==> src/rtl/r200_memarb_pkg.sv <==
// Shared definitions for the r200 memory arbiter: FSM state encoding and
// default parameter values used by the top level and its priority selector.
package r200_memarb_pkg;

    localparam int unsigned ADDR_W_DEF     = 32;
    localparam int unsigned DATA_W_DEF     = 32;
    localparam int unsigned STARVE_LIM_DEF = 3;

    typedef enum logic [1:0] {
        ARB_IDLE   = 2'd0,
        ARB_BUSY_I = 2'd1,
        ARB_BUSY_D = 2'd2
    } arb_state_e;

endpackage

==> src/rtl/r200_memarb_arbprio.sv <==
// Combinational winner select between fetch and data requesters.
// Ports:
//   elig_i, elig_d  - requester eligibility this cycle
//   starve_cnt      - consecutive data grants taken while fetch was waiting
//   grant_i/grant_d - one-hot (or zero) grant
module r200_memarb_arbprio #(
    parameter int unsigned STARVE_LIM = 3,
    parameter int unsigned CNT_W      = $clog2(STARVE_LIM + 1)
) (
    input  logic             elig_i,
    input  logic             elig_d,
    input  logic [CNT_W-1:0] starve_cnt,
    output logic             grant_i,
    output logic             grant_d
);

    logic starved;

    // Fetch overrides data priority only once it has been passed over STARVE_LIM times
    assign starved = (starve_cnt == CNT_W'(STARVE_LIM));
    assign grant_i = elig_i & (~elig_d | starved);
    assign grant_d = elig_d & ~grant_i;

endmodule

==> src/rtl/r200_memarb.sv <==
// Single-port memory arbiter/sequencer: shares one external memory port
// between instruction fetch and the data stage, data-side priority with a
// starvation bound for fetch, stall generation and redirect (flush) drop.
// Ports:
//   clk, rst_n                              - clock, async active-low reset
//   if_req/if_addr/if_flush                 - fetch request, address, redirect
//   if_done/if_rdata/if_stall               - fetch completion, data, stall
//   dm_req/dm_we/dm_be/dm_addr/dm_wdata     - data request payload
//   dm_done/dm_rdata/dm_stall               - data completion, load data, stall
//   mem_req/mem_we/mem_be/mem_addr/mem_wdata- registered external request
//   mem_ack/mem_rdata                       - external completion and read data
module r200_memarb
    import r200_memarb_pkg::*;
#(
    parameter int unsigned ADDR_W     = ADDR_W_DEF,
    parameter int unsigned DATA_W     = DATA_W_DEF,
    parameter int unsigned STARVE_LIM = STARVE_LIM_DEF
) (
    input  logic                  clk,
    input  logic                  rst_n,
    input  logic                  if_req,
    input  logic [ADDR_W-1:0]     if_addr,
    input  logic                  if_flush,
    output logic                  if_done,
    output logic [DATA_W-1:0]     if_rdata,
    output logic                  if_stall,
    input  logic                  dm_req,
    input  logic                  dm_we,
    input  logic [DATA_W/8-1:0]   dm_be,
    input  logic [ADDR_W-1:0]     dm_addr,
    input  logic [DATA_W-1:0]     dm_wdata,
    output logic                  dm_done,
    output logic [DATA_W-1:0]     dm_rdata,
    output logic                  dm_stall,
    output logic                  mem_req,
    output logic                  mem_we,
    output logic [DATA_W/8-1:0]   mem_be,
    output logic [ADDR_W-1:0]     mem_addr,
    output logic [DATA_W-1:0]     mem_wdata,
    input  logic                  mem_ack,
    input  logic [DATA_W-1:0]     mem_rdata
);

    localparam int unsigned BE_W  = DATA_W / 8;
    localparam int unsigned CNT_W = $clog2(STARVE_LIM + 1);

    arb_state_e        state, state_nxt;
    logic [CNT_W-1:0]  starve_cnt, starve_cnt_nxt;
    logic              drop, drop_nxt;
    logic              if_done_nxt, dm_done_nxt;
    logic [DATA_W-1:0] if_rdata_nxt, dm_rdata_nxt;
    logic              mem_req_nxt, mem_we_nxt;
    logic [BE_W-1:0]   mem_be_nxt;
    logic [ADDR_W-1:0] mem_addr_nxt;
    logic [DATA_W-1:0] mem_wdata_nxt;

    logic elig_i, elig_d, grant_i, grant_d;

    // A requester's req is stale in its own done cycle; a redirect voids fetch
    assign elig_i = if_req & ~if_done & ~if_flush;
    assign elig_d = dm_req & ~dm_done;

    assign if_stall = if_req & ~if_done;
    assign dm_stall = dm_req & ~dm_done;

    r200_memarb_arbprio #(
        .STARVE_LIM (STARVE_LIM),
        .CNT_W      (CNT_W)
    ) u_arbprio (
        .elig_i     (elig_i),
        .elig_d     (elig_d),
        .starve_cnt (starve_cnt),
        .grant_i    (grant_i),
        .grant_d    (grant_d)
    );

    // State and output registers
    always_ff @(posedge clk or negedge rst_n) begin
        if (!rst_n) begin
            state      <= ARB_IDLE;
            starve_cnt <= '0;
            drop       <= 1'b0;
            if_done    <= 1'b0;
            dm_done    <= 1'b0;
            if_rdata   <= '0;
            dm_rdata   <= '0;
            mem_req    <= 1'b0;
            mem_we     <= 1'b0;
            mem_be     <= '0;
            mem_addr   <= '0;
            mem_wdata  <= '0;
        end else begin
            state      <= state_nxt;
            starve_cnt <= starve_cnt_nxt;
            drop       <= drop_nxt;
            if_done    <= if_done_nxt;
            dm_done    <= dm_done_nxt;
            if_rdata   <= if_rdata_nxt;
            dm_rdata   <= dm_rdata_nxt;
            mem_req    <= mem_req_nxt;
            mem_we     <= mem_we_nxt;
            mem_be     <= mem_be_nxt;
            mem_addr   <= mem_addr_nxt;
            mem_wdata  <= mem_wdata_nxt;
        end
    end

    // Next-state and next-output logic
    always_comb begin
        state_nxt      = state;
        starve_cnt_nxt = starve_cnt;
        drop_nxt       = drop;
        if_done_nxt    = 1'b0;
        dm_done_nxt    = 1'b0;
        if_rdata_nxt   = if_rdata;
        dm_rdata_nxt   = dm_rdata;
        mem_we_nxt     = mem_we;
        mem_be_nxt     = mem_be;
        mem_addr_nxt   = mem_addr;
        mem_wdata_nxt  = mem_wdata;

        unique case (state)
            ARB_IDLE: begin
                if (grant_d) begin
                    state_nxt     = ARB_BUSY_D;
                    mem_we_nxt    = dm_we;
                    mem_be_nxt    = dm_be;
                    mem_addr_nxt  = dm_addr;
                    mem_wdata_nxt = dm_wdata;
                    // Only count grants that actually made fetch wait
                    if (elig_i && (starve_cnt != CNT_W'(STARVE_LIM))) begin
                        starve_cnt_nxt = starve_cnt + CNT_W'(1);
                    end
                end else if (grant_i) begin
                    state_nxt      = ARB_BUSY_I;
                    mem_we_nxt     = 1'b0;
                    mem_be_nxt     = '0;
                    mem_addr_nxt   = if_addr;
                    mem_wdata_nxt  = '0;
                    starve_cnt_nxt = '0;
                end
            end
            ARB_BUSY_I: begin
                if (if_flush) begin
                    drop_nxt = 1'b1;
                end
                if (mem_ack) begin
                    state_nxt = ARB_IDLE;
                    drop_nxt  = 1'b0;
                    // A redirect in the ack cycle also discards the result
                    if (!drop && !if_flush) begin
                        if_done_nxt  = 1'b1;
                        if_rdata_nxt = mem_rdata;
                    end
                end
            end
            ARB_BUSY_D: begin
                if (mem_ack) begin
                    state_nxt   = ARB_IDLE;
                    dm_done_nxt = 1'b1;
                    if (!mem_we) begin
                        dm_rdata_nxt = mem_rdata;
                    end
                end
            end
            default: begin
                state_nxt = ARB_IDLE;
            end
        endcase

        mem_req_nxt = (state_nxt != ARB_IDLE);
    end

endmodule

==> config.mk <==
export PLATFORM = sky130hd
export DESIGN_NAME = r200_memarb
export DESIGN_NICKNAME = d
export VERILOG_FILES = /design/src/rtl/r200_memarb_pkg.sv /design/src/rtl/r200_memarb_arbprio.sv /design/src/rtl/r200_memarb.sv
export SDC_FILE = /design/constraint.sdc
export NUM_CORES = 1
export LEC_CHECK = 0
export CAP_MARGIN = 15
export CORE_MARGIN = 2
export CORE_UTILIZATION = 31
export CTS_CLUSTER_DIAMETER = 150
export CTS_CLUSTER_SIZE = 28
export DETAILED_ROUTE_END_ITERATION = 7
export GPL_TIMING_DRIVEN = 0
export SYNTH_ARGS = -nofsm -noshare
export SYNTH_HDL_FRONTEND = slang
export SYNTH_SLANG_ARGS = --single-unit
==> constraint.sdc <==
create_clock -name clk -period 2.4 [get_ports clk]
set_input_delay 0.6 -clock clk [delete_from_list [all_inputs] [get_ports clk]]
set_output_delay 0.6 -clock clk [all_outputs]
set_load 0.01 [all_outputs]
==> reports/qor.yml <==
run_status:
  status: "finished clean"
final_layout:
  diodes: 0
  area_growth_pct: 64.13
  instances_no_fill: 1017
  drive_gt1_share_pct: 15.99
  nets: 920
die:
  io_pins: 277
  fp.dieW_um: 140.5
  dieArea_um2: 19730
  start_util_pct: 31.81
  fp.coreArea_um2: 18150
  fp-row-count: 49
  die_y_um: 140.5
critical_path:
  cp_cell_sequence: "clkdlybuf4s50_1 > nand2b_1 > inv_1 > dlygate4sd2_1"
  r2r-start: "state[1]"
  regToRegSetupSlack_ns: 0.50
  slowest_stage: "clkdlybuf4s50_1"
  arrival_ns: 1.61
  start_kind: "input pin"
  reg2reg_depth: 6
  worst-path-max-fanout: 5
  crit_type: "in -> out"
  cp-end-kind: "output port"
  cp_top_family: "buffers and inverters"
  crit_buf_inv: 3
  r2r-end: "if_rdata[13]"
  critPathMaxStageDelay_ns: 0.45
  cp.required_ns: 1.80
sta:
  min_period_over_period_pct: 92.23
  final.min_clock_period_ns: 2.213
  maxSlewViolCount: 0
  relSlewSlack_pct: 59.89
  finalSetupViolCount: 0
  fmax_mhz: 451.8
  holdWs_ns: 0.1677
  finalHoldViolations: 0
  rsz0062_at_grt: "false"
  tns_ns: 0
  tightest_slew_ns: 0.6016
  fin_worst_skew_ns: 0.01067
  setup_ws_ns: 0.1866
flow_run:
  max-cap-violations: 0
grt:
  grt_util_all_layers_pct: 17.42
  grt_antenna_before_repair: 0
  grt_pass1_vias: 4902
  grt_pass1_wl_mm: 26.85
  grt_max_degree: 80
  grt_overflow_total: 0
drt:
  initialDrtViolationCount: 158
  vias: 4682
  wire_per_inst_um: 16.70
  drt-pass1-iter-count: 6
  drc: 0
  viasPerCell: 4.604
  drt.antenna.violating_nets: 0
  wl_mm: 16.98
placement:
  post-dp-hpwl_mm: 13.01
  place_congestion: 0.7756
  placed_cells: 986
  pre_cts_ws_ns: -0.09197
  portBuffers: 276
clock_tree:
  cts_tree: "built"
  cts_inserted_buffers: 17
  clk_pin_slew_ns: 0.06
  cts_setup_buffers: 0
  cts_num_sinks: 141
  htreeDepth: 4
  clk_latency_ns: 0.41
  clock_path_buffers: 2
  cts_root_buf: "clkbuf_16"
hold_path:
  hold_class: "in -> async"
yosys:
  syn_area_per_cell_um2: 12.03
  synthAdderAreaFrac_pct: 1.084
  ys_seq_area_share_pct: 61.12
  syn_nets: 624
  ys_async_sr_fraction_pct: 100.0
  synth_top_family_by_area: "multiplexers"
  postSynthCellCount: 480
  synthSimpleGateAreaFrac_pct: 8.604
  synth_ff_type: "dfrtp_1"
  synth-seq-cells: 141
  netlist_area_um2: 5773
  synth_edf_count: 0
  synth.area.mux_share_pct: 18.03
  synth_xor_area_share_pct: 0
  synth_compound_area_share_pct: 7.239
  yosys_warnings: 0
  yosysUniqueCellTypes: 26
pwr:
  p_leak_nw: 4.134
  powerDensity_nw_per_um2: 1262
  vdd_drop_max_uv: 509.5
==> layout make-up <==
cell class                      count  area, um^2
Buffer                             30       211.5
Clock buffer                       21       460.4
Clock inverter                     10       162.7
Fill cell                        1610        8672
Inverter                            4       15.01
Multi-Input combinational cell    305        2018
Sequential cell                   141        3528
Tap cell                          229       286.5
Timing Repair Buffer              277        2793
==> stage by stage <==
stage	util [%]	cell area [um^2]	total power, W
after floorplan	-	5773	0.006214
after global placement	48.61	8822	0.009171
after detailed placement	48.77	8851	0.009294
after CTS	52.20	9473	0.01213
after global routing	52.21	9475	0.01269
final	52.21	9475	0.01196
==> where the power goes <==
group          total [W]  switching [W]  internal, W
sequential       0.00407       0.000581      0.00349
clock            0.00277       0.000983      0.00179
combinational    0.00512        0.00220      0.00292
==> worst register-to-register path, stage by stage, from the launching register on <==
cell     delay, ns
dfrtp_1       0.42
inv_1         0.10
ha_1          0.18
nand2_1       0.08
nor3_2        0.36
buf_4         0.29
mux2_2        0.36
==> placed cells by master, fill, tap and decap left out, types with 5 or more instances in the layout <==
cell	netlist	layout
buf_2	11	11
buf_6	9	10
clkbuf_16	0	17
clkbuf_2	5	5
clkdlybuf4s50_1	0	273
dfrtp_1	141	141
ha_1	5	5
mux2_2	63	63
mux2i_1	32	32
nand2_1	110	110
nor2_1	5	5
o21ai_0	38	38
o21ai_1	35	35
==> what timing repair did <==
| item | in CTS | in global routing |
|---|---|---|
| gates resized for setup | 1 | 1 |
| hold buffers | 0 | 0 |
| setup endpoints to repair | 1 | 1 |
==> sequential cells by signal, summed over array words and instances, names as in the netlist <==
signal      cells
dm_rdata       32
if_rdata       32
mem_addr       32
mem_wdata      32
mem_be          4
starve_cnt      2
state           2
dm_done         1
drop            1
if_done         1
mem_req         1
mem_we          1
==> kinds of logic (layout without fill, tap and decap cells) <==
| kind of cell | Yosys count | count (layout) |
|---|---|---|
| buffers and inverters | 34 | 342 |
| AOI/OAI and AO/OA | 81 | 81 |
| adders and majority gates | 5 | 5 |
| DFF | 141 | 141 |
| and+or+nand+nor | 123 | 123 |
| muxes | 96 | 96 |
==> worst max path at each step <==
stage	from	to	slack, ns	cells past startpoint
finish	dm_req	dm_stall	0.19	4
global placement	rst_n	mem_wdata[22]	-4.84	1
floorplan	state[1]	if_rdata[10]	0.75	6
detailed placement	dm_req	dm_stall	-0.09	4
global route	dm_req	dm_stall	0.14	4
CTS	if_req	if_stall	0.02	3
==> per-layer routing <==
| layer | track usage [%] | vias to the layer above | share of wire, % |
|---|---|---|---|
| met5 | 0 | - | 0 |
| met1 | 20.70 | 2292 | 40 |
| met3 | 3.590 | 31 | 4.3 |
| li1 | - | 2215 | - |
| met2 | 30.70 | 144 | 53 |
| met4 | 7.421 | 0 | 2.7 |
==> cell usage after synthesis, types with 2 or more instances <==
library cell | instances | area (um^2)
dfrtp_1 | 141 | 3528
nand2_1 | 110 | 412.9
mux2_2 | 63 | 709.4
o21ai_0 | 38 | 190.2
o21ai_1 | 35 | 175.2
mux2i_1 | 32 | 320.3
buf_2 | 11 | 55.05
buf_6 | 9 | 101.4
clkbuf_2 | 5 | 25.02
ha_1 | 5 | 62.56
nor2_1 | 5 | 18.77
a21oi_1 | 4 | 20.02
inv_1 | 4 | 15.01
buf_4 | 3 | 22.52
clkbuf_1 | 2 | 7.510
nand2b_1 | 2 | 12.51
nor2b_1 | 2 | 12.51
Note: power is estimated with default switching activity, not from simulation.
